## config.mk

```make
export PLATFORM = sky130hd
export DESIGN_NAME = seg_display_mux
export DESIGN_NICKNAME = d
export VERILOG_FILES = /design/src/rtl/stopwatch_pkg.sv /design/src/rtl/seg7_decoder.sv /design/src/rtl/seg_display_mux.sv
export SDC_FILE = /design/constraint.sdc
export NUM_CORES = 1
export LEC_CHECK = 0
export CORE_MARGIN = 5
export CORE_UTILIZATION = 57
export CTS_CLUSTER_SIZE = 8
export DETAILED_ROUTE_END_ITERATION = 16
export PLACE_DENSITY = 0.84
export SLEW_MARGIN = 10
export SYNTH_ARGS = -nofsm -noshare
export SYNTH_HDL_FRONTEND = slang
export SYNTH_HIERARCHICAL = 1
export SYNTH_SLANG_ARGS = --single-unit
```

## constraint.sdc

```tcl
create_clock -name clk -period 4.86 [get_ports clk]
set_input_delay 0.972 -clock clk [delete_from_list [all_inputs] [get_ports clk]]
set_output_delay 0.972 -clock clk [all_outputs]
set_load 0.05 [all_outputs]
```

## src/rtl/stopwatch_pkg.sv

```systemverilog
// Shared constants for the stopwatch display path: active-low 7-segment
// codes (bit order {g,f,e,d,c,b,a}) and the all-anodes-off pattern.
package stopwatch_pkg;

    localparam int NUM_DIGITS = 4;

    localparam logic [6:0] SEG_0     = 7'h40;
    localparam logic [6:0] SEG_1     = 7'h79;
    localparam logic [6:0] SEG_2     = 7'h24;
    localparam logic [6:0] SEG_3     = 7'h30;
    localparam logic [6:0] SEG_4     = 7'h19;
    localparam logic [6:0] SEG_5     = 7'h12;
    localparam logic [6:0] SEG_6     = 7'h02;
    localparam logic [6:0] SEG_7     = 7'h78;
    localparam logic [6:0] SEG_8     = 7'h00;
    localparam logic [6:0] SEG_9     = 7'h10;
    localparam logic [6:0] SEG_DASH  = 7'h3F;
    localparam logic [6:0] SEG_BLANK = 7'h7F;

    localparam logic [3:0] ANODES_OFF = 4'b1111;

endpackage

```

## src/rtl/seg7_decoder.sv

```systemverilog
// Combinational BCD to active-low 7-segment decoder. Non-BCD codes
// (10..15) show a dash so a corrupted digit is visible rather than silent.
module seg7_decoder
    import stopwatch_pkg::*;
(
    input  logic [3:0] bcd,
    output logic [6:0] seg_n
);

    // Map each BCD value to its segment pattern; anything above 9 is a dash
    always_comb begin
        case (bcd)
            4'd0:    seg_n = SEG_0;
            4'd1:    seg_n = SEG_1;
            4'd2:    seg_n = SEG_2;
            4'd3:    seg_n = SEG_3;
            4'd4:    seg_n = SEG_4;
            4'd5:    seg_n = SEG_5;
            4'd6:    seg_n = SEG_6;
            4'd7:    seg_n = SEG_7;
            4'd8:    seg_n = SEG_8;
            4'd9:    seg_n = SEG_9;
            default: seg_n = SEG_DASH;
        endcase
    end

endmodule

```

## src/rtl/seg_display_mux.sv

```systemverilog
// Time-multiplexes four BCD digits onto one common-anode 7-segment display.
// The digits are snapshotted once per full scan so a counter carry ripple
// can never show a torn value. Each digit slot starts with a short all-off
// guard window to suppress ghosting between anodes.
module seg_display_mux
    import stopwatch_pkg::*;
#(
    parameter int REFRESH_DIV  = 50000,
    parameter int BLANK_CYCLES = 16
) (
    input  logic       clk,
    input  logic       reset,
    input  logic [3:0] digit0,
    input  logic [3:0] digit1,
    input  logic [3:0] digit2,
    input  logic [3:0] digit3,
    input  logic [3:0] dp_mask,
    input  logic       blank_lz,
    input  logic       enable,
    output logic [6:0] seg_n,
    output logic       dp_n,
    output logic [3:0] an_n,
    output logic [1:0] slot
);

    localparam int               CNT_W     = $clog2(REFRESH_DIV);
    localparam logic [CNT_W-1:0] CNT_LAST  = CNT_W'(REFRESH_DIV - 1);
    localparam logic [CNT_W-1:0] CNT_BLANK = CNT_W'(BLANK_CYCLES);

    logic [CNT_W-1:0] cnt_reg;
    logic [1:0]       slot_reg;
    logic [3:0]       snap_digit_reg [NUM_DIGITS];
    logic [3:0]       snap_dp_reg;

    logic [3:0]       digit_in [NUM_DIGITS];
    logic [3:0]       digit_is_zero;
    logic [3:0]       lz_mask;
    logic             snap_load;

    logic [6:0]       dec_seg;
    logic [6:0]       seg_n_reg, seg_n_next;
    logic             dp_n_reg,  dp_n_next;
    logic [3:0]       an_n_reg,  an_n_next;

    assign digit_in[0] = digit0;
    assign digit_in[1] = digit1;
    assign digit_in[2] = digit2;
    assign digit_in[3] = digit3;

    // Capture happens on the first cycle of slot 0, which is always inside
    // the blank window, so the decoder never drives a half-updated digit.
    assign snap_load = (cnt_reg == '0) && (slot_reg == 2'd0);

    // Prescaler and slot sequencer: slot advances on the prescaler wrap
    always_ff @(posedge clk) begin
        if (reset) begin
            cnt_reg  <= '0;
            slot_reg <= 2'd0;
        end else if (cnt_reg == CNT_LAST) begin
            cnt_reg  <= '0;
            slot_reg <= slot_reg + 2'd1;
        end else begin
            cnt_reg  <= cnt_reg + 1'b1;
        end
    end

    generate
        for (genvar gi = 0; gi < NUM_DIGITS; gi++) begin : g_snap
            // Per-digit snapshot register, reloaded once per full scan
            always_ff @(posedge clk) begin
                if (reset) begin
                    snap_digit_reg[gi] <= 4'd0;
                    snap_dp_reg[gi]    <= 1'b0;
                end else if (snap_load) begin
                    snap_digit_reg[gi] <= digit_in[gi];
                    snap_dp_reg[gi]    <= dp_mask[gi];
                end
            end

            assign digit_is_zero[gi] = (snap_digit_reg[gi] == 4'd0);
        end

        // A digit is a leading zero when it and every more significant
        // digit are zero; the rightmost digit always stays visible.
        for (genvar gi = 1; gi < NUM_DIGITS; gi++) begin : g_lz
            assign lz_mask[gi] = &digit_is_zero[NUM_DIGITS-1:gi];
        end
    endgenerate

    assign lz_mask[0] = 1'b0;

    seg7_decoder u_decoder (
        .bcd   (snap_digit_reg[slot_reg]),
        .seg_n (dec_seg)
    );

    // Next display state from the current slot, prescaler phase and snapshot
    always_comb begin
        an_n_next  = ANODES_OFF;
        seg_n_next = SEG_BLANK;
        dp_n_next  = 1'b1;
        if (enable && (cnt_reg >= CNT_BLANK)) begin
            an_n_next  = ~(4'b0001 << slot_reg);
            seg_n_next = (blank_lz && lz_mask[slot_reg]) ? SEG_BLANK : dec_seg;
            dp_n_next  = ~snap_dp_reg[slot_reg];
        end
    end

    // Registered display outputs so the pins never glitch
    always_ff @(posedge clk) begin
        if (reset) begin
            an_n_reg  <= ANODES_OFF;
            seg_n_reg <= SEG_BLANK;
            dp_n_reg  <= 1'b1;
        end else begin
            an_n_reg  <= an_n_next;
            seg_n_reg <= seg_n_next;
            dp_n_reg  <= dp_n_next;
        end
    end

    assign an_n  = an_n_reg;
    assign seg_n = seg_n_reg;
    assign dp_n  = dp_n_reg;
    assign slot  = slot_reg;

endmodule

```

==> results.sh <==
export IMPL_cpMaxStageDelayCell="clkdlybuf4s50_1"
export IMPL_clockBufferDepth=2
export IMPL_async_flop_share=0
export IMPL_synth_seq_cells=52
export IMPL_endpoint="slot[0]"
export IMPL_power_density_mw_per_mm2=304
export IMPL_drt_first_pass_iters=4
export IMPL_nFillCells=309
export IMPL_reg2regPathDepth=4
export IMPL_dieWidth_um=74.8
export IMPL_crit_chain="clkdlybuf4s50_1"
export IMPL_critPathBufInv=1
export IMPL_highest_layer="met4"
export IMPL_numCtsBuffers=5
export IMPL_layout_drive_gt1_share=0.0791
export IMPL_slew_headroom=0.575
export IMPL_grt_use_total=0.170
export IMPL_synth_avg_cell_area_um2=11.1
export IMPL_max_cap_violations=0
export IMPL_design_core_area_mm2=0.00403
export IMPL_path_depth=1
export IMPL_fin_worst_skew_ps=6.01
export IMPL_grt_pass1_vias=1568
export IMPL_netlist_area_mm2=0.00239
export IMPL_slowest_delay_ps=870
export IMPL_status="complete, no violations"
export IMPL_antenna_found_initial=0
export IMPL_nNetsFinal=287
export IMPL_final_core_util=0.715
export IMPL_period_minus_slack_ps=2630
export IMPL_m1WireLength_um=1930
export IMPL_clk_latency_ps=300
export IMPL_post_cts_resized=0
export IMPL_ys_seq_area_frac=0.502
export IMPL_cp_max_fo=6
export IMPL_diodes=0
export IMPL_area_delta_synth_final_pct=20.3
export IMPL_vias_per_cell=5.39
export IMPL_finalSetupViolations=0
export IMPL_first_iter_violations=90
export IMPL_clock_sinks=52
export IMPL_synth_flop_cell="dfxtp_1"
export IMPL_final_hold_violation_count=0
export IMPL_cts_root_buf="clkbuf_8"
export IMPL_ioPinCount=38
export IMPL_grt_max_degree=21
export IMPL_r2r_start="cnt_reg[11]"
export IMPL_post_cts_setup_buffers=0
export IMPL_rsz0062_at_grt="no"
export IMPL_timing_hold_ws_ps=482
export IMPL_path_delay_family="buffers and inverters"
export IMPL_wl_met3_um=266
export IMPL_crit_path_start_kind="register"
export IMPL_path_class="reg -> out"
export IMPL_min_from="cnt_reg[0]"
export IMPL_initial_core_util=0.594
export IMPL_arrival_ps=1660
export IMPL_fmax_mhz=380
export IMPL_worstPathRequired_ps=3890
export IMPL_power_total_uw=877
export IMPL_synth_fp_nets=250
export IMPL_cts_hold_buf=0
export IMPL_drc=0
export IMPL_synth_cell_types=41
export IMPL_hold_depth=1
export IMPL_grt_overflow=0
export IMPL_dieArea_mm2=0.00560
export IMPL_end_kind="primary output"
export IMPL_routabilityCongestion=0.793
export IMPL_final_setup_tns_ps=0
export IMPL_wl_met2_um=2000
export IMPL_ys_warn_count=6
export IMPL_grt_pass1_wl_um=7090
export IMPL_dp_hpwl_um=3160
export IMPL_fp_row_count=23
export IMPL_r2r_end="snap_digit_reg[2][3]"
export IMPL_report_final_slew_viol_count=0
export IMPL_syn_inst=215
export IMPL_critical_path_startpoint="slot[0]"
export IMPL_min_period_over_period=0.541
export IMPL_io_buffer_count=37
export IMPL_tightest_slew_ps=635
export IMPL_wl_um=4310
export IMPL_antenna_left=0
export IMPL_wl_per_cell_um=14.2
export IMPL_cts_reportedPaths_clkPinSlew_ps=90
export IMPL_route_vias_total=1634
export IMPL_htreeDepth=2
export IMPL_dieHeight_um=74.8
export IMPL_cts_tree="built"
export IMPL_peakVddDrop_uv=247
export IMPL_synth_edff_count=16
export IMPL_p_leak_uw=0.00106
export IMPL_reg2reg_slack_ps=2510
export IMPL_holdCritPathClass="reg -> reg"
cell type report:
type,instances,area [um2],area share
sequential,52,1200,0.417
multi-input combinational,144,1090,0.377
timing repair buffer,37,370,0.129
clock buffer,7,108,0.0373
tap,50,62.6,0.0217
inverter,12,45.0,0.0156
clock inverter,1,8.76,0.00304
how the worst min path moves through the flow:
stage / to / slack, ps
final: cnt_reg[0] / 480
after global routing: snap_dp_reg[0] / 510
after CTS: cnt_reg[0] / 490
after detailed placement: cnt_reg[0] / 460
after global placement: cnt_reg[0] / 450
after floorplan: cnt_reg[0] / 430
report_power, final:
group	switching, uW	total, uW	internal, uW	leakage (uW)
Sequential	12.9	487	474	0.000468
Clock	137	285	148	0.0000596
Combinational	48.0	106	57.5	0.000535
Total	198	877	679	0.00106
cell usage after synthesis (all sizes together) (5+ instances only):
master | count | area, um2
and2 | 16 | 100
buf | 6 | 63.8
dfxtp | 36 | 721
edfxtp | 16 | 480
ha | 11 | 138
inv | 12 | 45.0
mux4 | 5 | 113
nand2 | 12 | 45.0
nand3b | 7 | 52.6
nand4 | 5 | 31.3
nor2 | 24 | 90.1
nor4 | 8 | 80.1
xnor2 | 13 | 114
cells by family after synthesis:
kind of cell    synth area share
xor+xnor                  0.0549
flops                      0.502
mux                       0.0554
simple gates               0.240
compound gates            0.0434
buf+inv                   0.0470
fa+ha+maj                 0.0575
through the flow:
stage	instance area (um2)	cells	worst slack [ps]
after floorplan	2390	215	2690
after global placement	2760	295	2040
after detailed placement	2760	295	1990
after CTS	2880	303	2210
after global routing	2880	303	2150
final	2880	303	2230
cell usage in the layout, fill, tap and decap left out, types with 2 or more instances in the layout:
| cell | count |
|---|---|
| nor3_1 | 4 |
| nand2_1 | 12 |
| xnor2_1 | 13 |
| dfxtp_1 | 36 |
| nand3b_1 | 7 |
| inv_1 | 12 |
| or4_1 | 3 |
| edfxtp_1 | 16 |
| mux4_2 | 5 |
| nor4_4 | 2 |
| mux2i_1 | 2 |
| nor4_1 | 6 |
| ha_1 | 11 |
| clkdlybuf4s50_1 | 37 |
| nand3_1 | 3 |
| nand4_1 | 5 |
| or2_1 | 2 |
| and2_1 | 16 |
| a22o_1 | 4 |
| a21oi_1 | 4 |
| xor2_1 | 2 |
| a22oi_1 | 2 |
| nor2_1 | 24 |
| clkbuf_8 | 6 |
layer usage:
metal | up-vias | GRT usage
li1 | 821 | -
met1 | 751 | 0.212
met2 | 52 | 0.278
met3 | 10 | 0.0401
met4 | 0 | 0.0791
met5 | - | 0
Note: power is estimated with default switching activity, not from simulation.
